==> src/rtl/chnl_dump_if.sv <==
// -----------------------------------------------------------------------------
// chnl_dump_if
//   Groups every signal between the channel dump controller and its neighbours:
//   the command processor, the capture RAM read port and the UART transmitter.
//
//   Handshake rules (one place, all of them):
//     dump_req / dump_chnl / start_addr : dump_req is a 1-cycle pulse; channel
//       and address are sampled only in the cycle dump_req is accepted.
//       Acceptance shows up as dump_busy the following cycle; a rejected
//       request shows up as a 1-cycle dump_err instead.
//     ram_en / ram_addr / ram_sel -> ram_rdata : synchronous read; ram_rdata
//       is valid in the cycle after ram_en was high.
//     trmt -> tx_done : trmt is a 1-cycle pulse that hands tx_data to the
//       UART; tx_data stays stable until tx_done is returned. tx_done is only
//       honoured while a byte is outstanding.
//     dump_done : 1-cycle pulse after the last byte's tx_done.
//
//   Modports:
//     master : the dump controller (drives RAM read port, UART and status)
//     slave  : the environment (command processor, RAMs, UART)
// -----------------------------------------------------------------------------
interface chnl_dump_if #(
  parameter int ADDR_W = 9
);
  logic              dump_req;
  logic [2:0]        dump_chnl;
  logic [ADDR_W-1:0] start_addr;

  logic              ram_en;
  logic [ADDR_W-1:0] ram_addr;
  logic [2:0]        ram_sel;
  logic [7:0]        ram_rdata;

  logic [7:0]        tx_data;
  logic              trmt;
  logic              tx_done;

  logic              dump_busy;
  logic              dump_done;
  logic              dump_err;

  modport master (
    input  dump_req, dump_chnl, start_addr, ram_rdata, tx_done,
    output ram_en, ram_addr, ram_sel, tx_data, trmt,
           dump_busy, dump_done, dump_err
  );

  modport slave (
    output dump_req, dump_chnl, start_addr, ram_rdata, tx_done,
    input  ram_en, ram_addr, ram_sel, tx_data, trmt,
           dump_busy, dump_done, dump_err
  );
endinterface

==> src/rtl/chnl_dump_ctrl.sv <==
// -----------------------------------------------------------------------------
// chnl_dump_ctrl
//   Sequences a logic-analyzer channel dump. On an accepted dump request it
//   reads the selected channel's circular capture RAM starting at the oldest
//   sample, wraps once at ENTRIES-1 -> 0, and hands each byte to the UART
//   transmitter with a trmt/tx_done handshake. Exactly ENTRIES bytes are sent.
//
//   Parameters:
//     ENTRIES : capture RAM depth in bytes per channel
//     ADDR_W  : RAM address width, 2**ADDR_W must be >= ENTRIES
//
//   Ports:
//     clk       : system clock
//     rst       : asynchronous reset, active-high
//     bus       : chnl_dump_if.master (request, RAM read port, UART, status)
//     dbg_state : current FSM state encoding (IDLE=0 RD=1 LATCH=2 SEND=3
//                 WAIT=4 DONE=5)
//
//   Timing per byte: RD (ram_en high), LATCH (RAM data captured into tx_data),
//   SEND (trmt high), then WAIT until tx_done. With the request cycle counted
//   as the first, ram_en is high in the second cycle.
// -----------------------------------------------------------------------------
module chnl_dump_ctrl #(
  parameter int ENTRIES = 384,
  parameter int ADDR_W  = 9
) (
  input  logic       clk,
  input  logic       rst,
  chnl_dump_if.master bus,
  output logic [2:0] dbg_state
);

  typedef enum logic [2:0] {
    IDLE  = 3'd0,
    RD    = 3'd1,
    LATCH = 3'd2,
    SEND  = 3'd3,
    WAIT  = 3'd4,
    DONE  = 3'd5
  } state_t;

  // One extra bit so that a count equal to ENTRIES is representable.
  localparam logic [ADDR_W:0]   ENTRIES_W = (ADDR_W+1)'(ENTRIES);
  localparam logic [ADDR_W-1:0] LAST_ADDR = ADDR_W'(ENTRIES - 1);

  state_t            state;
  logic [ADDR_W:0]   count;
  logic [ADDR_W:0]   count_next;
  logic [ADDR_W-1:0] addr_next;
  logic [ADDR_W-1:0] start_eff;
  logic              chnl_ok;

  assign dbg_state = state;

  // Only channels 1..5 exist; 0, 6 and 7 are rejected with dump_err.
  assign chnl_ok = (bus.dump_chnl != 3'd0) && (bus.dump_chnl <= 3'd5);

  // A write pointer beyond the RAM depth cannot be a real oldest sample;
  // start from 0 rather than reading unused addresses.
  assign start_eff = ({1'b0, bus.start_addr} >= ENTRIES_W) ? '0 : bus.start_addr;

  assign count_next = count + (ADDR_W+1)'(1);

  // Circular increment that never enters addresses >= ENTRIES.
  assign addr_next = (bus.ram_addr == LAST_ADDR) ? '0 : bus.ram_addr + ADDR_W'(1);

  always_ff @(posedge clk or posedge rst) begin
    if (rst) begin
      state         <= IDLE;
      count         <= '0;
      bus.ram_en    <= 1'b0;
      bus.ram_addr  <= '0;
      bus.ram_sel   <= 3'd0;
      bus.tx_data   <= 8'd0;
      bus.trmt      <= 1'b0;
      bus.dump_busy <= 1'b0;
      bus.dump_done <= 1'b0;
      bus.dump_err  <= 1'b0;
    end else begin
      // Pulse outputs default low; each is raised for exactly one cycle on
      // the transition into the state that owns it.
      bus.ram_en    <= 1'b0;
      bus.trmt      <= 1'b0;
      bus.dump_done <= 1'b0;
      bus.dump_err  <= 1'b0;

      case (state)
        IDLE: begin
          if (bus.dump_req) begin
            if (chnl_ok) begin
              bus.ram_sel   <= bus.dump_chnl;
              bus.ram_addr  <= start_eff;
              count         <= '0;
              bus.dump_busy <= 1'b1;
              bus.ram_en    <= 1'b1;
              state         <= RD;
            end else begin
              bus.dump_err <= 1'b1;
            end
          end
        end

        // ram_en is high during this cycle; the RAM returns data next cycle.
        RD: begin
          state <= LATCH;
        end

        // RAM data is valid now; capture it and start the UART in SEND.
        LATCH: begin
          bus.tx_data <= bus.ram_rdata;
          bus.trmt    <= 1'b1;
          state       <= SEND;
        end

        SEND: begin
          state <= WAIT;
        end

        // tx_data is not touched here, so it stays stable for the UART.
        WAIT: begin
          if (bus.tx_done) begin
            count <= count_next;
            if (count_next == ENTRIES_W) begin
              bus.dump_done <= 1'b1;
              bus.dump_busy <= 1'b0;
              state         <= DONE;
            end else begin
              bus.ram_addr <= addr_next;
              bus.ram_en   <= 1'b1;
              state        <= RD;
            end
          end
        end

        // dump_done is high here; requests are not looked at until IDLE.
        DONE: begin
          state <= IDLE;
        end

        default: begin
          state <= IDLE;
        end
      endcase
    end
  end

endmodule

==> src/flat_wrapper.sv <==
// flat-port wrapper written by rule: the top's interface ports become plain ports
module chnl_dump_ctrl_flat 
#(
  parameter int ENTRIES = 384,
  parameter int ADDR_W  = 9
)
  (clk, rst, dbg_state, bus_dump_req, bus_dump_chnl, bus_start_addr, bus_ram_rdata, bus_tx_done, bus_ram_en, bus_ram_addr, bus_ram_sel, bus_tx_data, bus_trmt, bus_dump_busy, bus_dump_done, bus_dump_err);
  chnl_dump_if #(.ADDR_W(ADDR_W)) bus_i ();
  input  logic clk;
  input  logic rst;
  output logic [2:0] dbg_state;
  input wire logic [$bits(bus_i.dump_req)-1:0] bus_dump_req;
  input wire logic [$bits(bus_i.dump_chnl)-1:0] bus_dump_chnl;
  input wire logic [$bits(bus_i.start_addr)-1:0] bus_start_addr;
  input wire logic [$bits(bus_i.ram_rdata)-1:0] bus_ram_rdata;
  input wire logic [$bits(bus_i.tx_done)-1:0] bus_tx_done;
  output wire logic [$bits(bus_i.ram_en)-1:0] bus_ram_en;
  output wire logic [$bits(bus_i.ram_addr)-1:0] bus_ram_addr;
  output wire logic [$bits(bus_i.ram_sel)-1:0] bus_ram_sel;
  output wire logic [$bits(bus_i.tx_data)-1:0] bus_tx_data;
  output wire logic [$bits(bus_i.trmt)-1:0] bus_trmt;
  output wire logic [$bits(bus_i.dump_busy)-1:0] bus_dump_busy;
  output wire logic [$bits(bus_i.dump_done)-1:0] bus_dump_done;
  output wire logic [$bits(bus_i.dump_err)-1:0] bus_dump_err;
  assign bus_i.dump_req = bus_dump_req;
  assign bus_i.dump_chnl = bus_dump_chnl;
  assign bus_i.start_addr = bus_start_addr;
  assign bus_i.ram_rdata = bus_ram_rdata;
  assign bus_i.tx_done = bus_tx_done;
  assign bus_ram_en = bus_i.ram_en;
  assign bus_ram_addr = bus_i.ram_addr;
  assign bus_ram_sel = bus_i.ram_sel;
  assign bus_tx_data = bus_i.tx_data;
  assign bus_trmt = bus_i.trmt;
  assign bus_dump_busy = bus_i.dump_busy;
  assign bus_dump_done = bus_i.dump_done;
  assign bus_dump_err = bus_i.dump_err;
  chnl_dump_ctrl #(.ENTRIES(ENTRIES), .ADDR_W(ADDR_W)) u_core (.clk(clk), .rst(rst), .bus(bus_i), .dbg_state(dbg_state));
endmodule
==> config.mk <==
export PLATFORM = sky130hd
export DESIGN_NAME = chnl_dump_ctrl_flat
export DESIGN_NICKNAME = d
export VERILOG_FILES = /design/src/rtl/chnl_dump_if.sv /design/src/rtl/chnl_dump_ctrl.sv /design/src/flat_wrapper.sv
export SDC_FILE = /design/constraint.sdc
export NUM_CORES = 1
export LEC_CHECK = 0
export ABC_AREA = 1
export BUFFER_PORTS_ARGS = -buffer_cell sky130_fd_sc_hd__buf_2
export CAP_MARGIN = 20
export CORE_MARGIN = 3
export CORE_UTILIZATION = 50
export DETAILED_ROUTE_END_ITERATION = 7
export PLACE_DENSITY_LB_ADDON = 0.1
export SYNTH_ARGS = -nofsm -noshare
export SYNTH_HDL_FRONTEND = slang
export SYNTH_SLANG_ARGS = --single-unit
==> constraint.sdc <==
create_clock -name clk -period 2.4 [get_ports clk]
set_input_delay 0.48 -clock clk [delete_from_list [all_inputs] [get_ports clk]]
set_output_delay 0.48 -clock clk [all_outputs]
set_load 0.01 [all_outputs]
# == Yosys cells after proc, flatten, opt, wreduce, memory -nomap -nowiden ==
# Index checks and enable logic that the tools add are counted.
# word_totals
in_bits,24
out_inout_bits,28
word_cells,67
register_bits,38
# op_classes
magnitude_cmp,2
reduce_logical,9
n_eq_ne,11
muxes,33
n_addsub,2
# op_table
cell,n
9-bit two-way mux,6
10-bit two-way mux,3
10-bit one-hot mux with 2 select lines,1
9-bit one-hot mux with 2 select lines,1
1-bit two-way mux,15
3-bit one-hot mux with 5 select lines,1
3-bit two-way mux,4
"10-bit by 1-bit adder with 10-bit output, second input constant",1
"10-bit by 9-bit equality test with 1-bit output, second input constant",1
5-bit AND reduction,2
"9-bit by 1-bit adder with 9-bit output, second input constant",1
"9-bit equality test, second input constant",1
"9-bit greater-or-equal comparator, second input constant",1
"3-bit by 2-bit equality test with 1-bit output, second input constant",2
"2-bit != test, second input constant",3
3-bit AND reduction,2
"2-bit by 1-bit != test with 1-bit output, second input constant",2
1-bit one-hot mux with 2 select lines,2
4-bit AND reduction,1
"3-bit by 1-bit equality test with 1-bit output, second input constant",1
"3-bit equality test, second input constant",1
"3-bit less-or-equal comparator, second input constant",1
3-bit zero test,1
3-bit nonzero test,1
2 further kinds,2

# == Logic depth before layout (Yosys ltp) ==
# logic_depth
word_depth,5
mapped_depth,13

# == Worst setup path before layout ==
# OpenSTA, ideal clock, no wires.
# synth_timing
path_type,flip-flop to flip-flop
start,register u_core.count[0]
end,register u_core.bus.ram_addr[8]
arrival_ns,1.580
path_stages_with_launch,13
path_buffers,1
slack_ns,0.703
period_less_slack_ns,1.697
setup_ns,0.117
cell_sequence,dfrtp_1 -> ha_1 -> nand2_1 -> inv_1 -> nand3_1 -> nand2_1 -> nand2_1 -> nand2_1 -> nor2_1 -> nand3_1 -> buf_2 -> nand3_1 -> nand2_1
# synth_via
elab_chain_cells,4
# synth_lines
element,line_no,text
"start, declared",chnl_dump_ctrl.sv:47,logic [ADDR_W:0] count;
"start signal, assigned",chnl_dump_ctrl.sv:122,count <= count_next;
10-bit by 1-bit adder with 10-bit output,chnl_dump_ctrl.sv:62,assign count_next = count + (ADDR_W+1)'(1);
10-bit by 9-bit equality test with 1-bit output,chnl_dump_ctrl.sv:123,if (count_next == ENTRIES_W) begin
2-bit != test (no line),n/a,
5-bit AND reduction (no line),n/a,
"end signal, assigned",chnl_dump_ctrl.sv:92,bus.ram_addr <= start_eff;
"end signal, assigned",chnl_dump_ctrl.sv:128,bus.ram_addr <= addr_next;
"end, declared",chnl_dump_if.sv:44,"output ram_en, ram_addr, ram_sel, tx_data, trmt,"
# No other way between the ends.
# A chain may end at the register's enable or synchronous reset.

# == Final worst setup path ==
# layout_timing
start,register u_core.count[0]
end,register u_core.bus.ram_addr[1]
# Same word-level chain as after synthesis.

==> flow_summary_export.csv <==
group,metric,value,unit
global_routing,grt_pass1_vias,1681,
final_layout,final_common_cell,"nand2_1",
floorplanning,die_y,69.6,um
setup_path,worstSetupStartpoint,"u_core.count[0]$_DFFE_PP0P_",
final_layout,drive_gt1_share,23.3,%
global_routing,grt_pass1_wl,7620,um
power,vdd_drop_max,521,uV
final_layout,final_area,2470,um2
sta,slew-limit-headroom,60.0,%
clocking,root_buffer,"clkbuf_8",
clocking,clockBufferDepth,2,
final_layout,layout.cells.non_filler,365,
setup_path,crit_top_cell,"nand2_1",
final_layout,antenna_cells,0,
setup_path,r2r-end,"u_core.bus.ram_addr[1]$_DFFE_PP0P_",
route,num_vias,1855,
sta,fin_hold_ws,295,ps
sta,setup_viol,0,
route,dr.pass1.iters,4,
yosys,yosysSeqAreaShare,47.1,%
setup_path,cpLargestDelayFamily,"simple AND/OR/NAND/NOR gates",
final_layout,fin_util,65.4,%
final_layout,final_cell_mix,"nand2_1 (91), buf_2 (51), dfrtp_1 (38)",
final_layout,fillers,336,
clocking,cts-buffers-inserted,5,
setup_path,cpPeakStageDelay,440,ps
clocking,cts_setup_buffers,0,
route,viasPerCell,5.08,
place,post-dp-hpwl,3280,um
final_layout,fin_nets,343,
place,place_congestion,0.883,
clocking,cts_tree,"done",
route,post_drt_wl_per_cell,12.3,um
setup_path,r2r_cells,12,
setup_path,r2r_start,"u_core.count[0]$_DFFE_PP0P_",
setup_path,endpoint_kind,"register",
place,place_inst,357,
global_routing,overflow,0,
route,first_iter_violations,94,
floorplanning,die_x,69.6,um
route,drc,0,
hold_path,min_path_type,"in -> async",
route,finalWirelength,4500,um
power,cellPowerDensity,1170,nW/um2
setup_path,rrSetupSlack,260,ps
clocking,clk_latency,280,ps
place,placed_area,2320,um2
floorplanning,fp-row-count,22,
setup_path,path_class,"reg -> reg",
clocking,htree_levels,2,
sta,hold_viol,0,
setup_path,path_buf_inv,1,
route,detail-route-antenna-nets,0,
sta,rsz0062_at_grt,"false",
sta,period_share,89.2,%
sta,finClkSkew,2.77,ps
sta,slew_violations,0,
floorplanning,core,3770,um2
yosys,ys_ff_latch,38,
clocking,cts.sinks,38,
sta,tightest_slew,596,ps
yosys,syn_avg_cell_area,7.77,um2
yosys,yosysUniqueCellTypes,30,
clocking,hold_buffers,0,
setup_path,slowest_stage,"nand3_1",
yosys,syn_nets,287,
final_layout,syn2layout_area_growth,22.1,%
clocking,cts_resized,0,
global_routing,antenna_found_initial,0,
yosys,netlist_instances,260,
global_routing,grt_max_degree,39,
global_routing,grt_usage,19.5,%
place,io_buffers,51,
yosys,syn-cell-area,2020,um2
outcome,run_status,"finished, final reports clean",
setup_path,crit_path_max_fanout,12,
sta,min_period,2140,ps
sta,fin_setup_tns,0,ps
setup_path,worstPathRequired,2620,ps
floorplanning,io_pins,52,
setup_path,critPathLaunchType,"register",
setup_path,path_cells,"ha_1, nand2_1, inv_1, nand3_1, nand2_1, nand2_1, nand2_1, nor2_1, nand3_1, nand2_4, nand2_1, nand2_1",
setup_path,critPathArrivalTime,2360,ps
sta,max_freq,467,MHz
run,cap_violations,0,
power,p_leak,1.33,nW
yosys,yosys_warnings,0,
clocking,cts.clk_slew.worst_paths,70,ps
floorplanning,die_area,4840,um2
floorplanning,start_util,53.6,%
==> layout make-up <==
class                   instances  area (um2)  share of cell area [%]
clock buffers                   6        82.6                    3.35
well taps                      48        60.1                    2.44
flip-flops and latches         38         951                    38.6
inverters                      26        97.6                    3.96
repair buffers                 55         285                    11.6
multi-input cells             190         930                    37.7
clock inverters                 2        60.1                    2.44
==> power by group <==
part,total [mW],internal (mW),switching [mW],leakage (nW)
logic,1.17,0.441,0.728,0.762
registers,1.06,0.866,0.196,0.492
clock network,0.666,0.443,0.223,0.0714
total,2.90,1.75,1.15,1.33
==> registers in the layout, indices dropped and copies added (netlist names) <==
name	flops
u_core.bus.dump_busy	1
u_core.bus.dump_done	1
u_core.bus.dump_err	1
u_core.bus.ram_addr	9
u_core.bus.ram_en	1
u_core.bus.ram_sel	3
u_core.bus.trmt	1
u_core.bus.tx_data	8
u_core.count	10
u_core.dbg_state	3
==> worst min-delay path, stage by stage <==
cell	delay [ps]
buf_2	90
inv_1	40
buf_4	400
==> metrics by stage <==
step | setup slack (ps) | power, mW
final | 260 | 2.90
after global routing | 5.09 | 3.13
after CTS | 276 | 2.92
after detailed placement | 304 | 2.25
after global placement | 355 | 2.23
after floorplan | 703 | 1.86
==> cells by family (layout without fill, tap and decap cells) <==
family	after synthesis	count (layout)	share of synthesized area [%]
simple gates	149	149	31.5
buf+inv	32	89	6.88
flops	38	38	47.1
compound gates	33	33	10.5
xor+xnor	5	5	2.17
fa+ha+maj	3	3	1.86
==> layer usage <==
metal  global-route usage [%]  wire [um]  vias up
li1                         -          -      953
met1                     28.5       2180      836
met2                     27.6       1940       60
met3                     4.64        322        6
met4                     7.81         58        0
met5                        0          0        -
==> worst max path at each step <==
stage	cells past startpoint	endpoint	slack (ps)
after CTS	12	u_core.bus.ram_addr[1]$_DFFE_PP0P_	280
after global routing	12	u_core.bus.ram_addr[6]$_DFFE_PP0P_	5
after floorplan	12	u_core.bus.ram_addr[8]$_DFFE_PP0P_	700
after detailed placement	10	u_core.bus.ram_addr[1]$_DFFE_PP0P_	300
after global placement	10	u_core.bus.ram_addr[4]$_DFFE_PP0P_	350
final	12	u_core.bus.ram_addr[1]$_DFFE_PP0P_	260
==> cells in the mapped netlist (all sizes together) <==
cell type	number	share of area, %
nor2	19	4.2
o211ai	2	1.7
buf	5	1.9
inv	26	4.8
o21bai	1	0.37
a21oi	3	0.74
xnor2	1	0.43
or2	1	0.31
a22oi	1	0.62
o21ai	19	4.7
a211oi	1	0.37
nand4	2	0.62
clkbuf	1	0.19
dfrtp	38	47
nor3	3	0.99
o22ai	4	1.2
o31ai	2	0.74
ha	3	1.9
nand2	93	18
nand3	31	7.7
xor2	4	1.7
No activity file was read; power rests on OpenSTA's default activity.
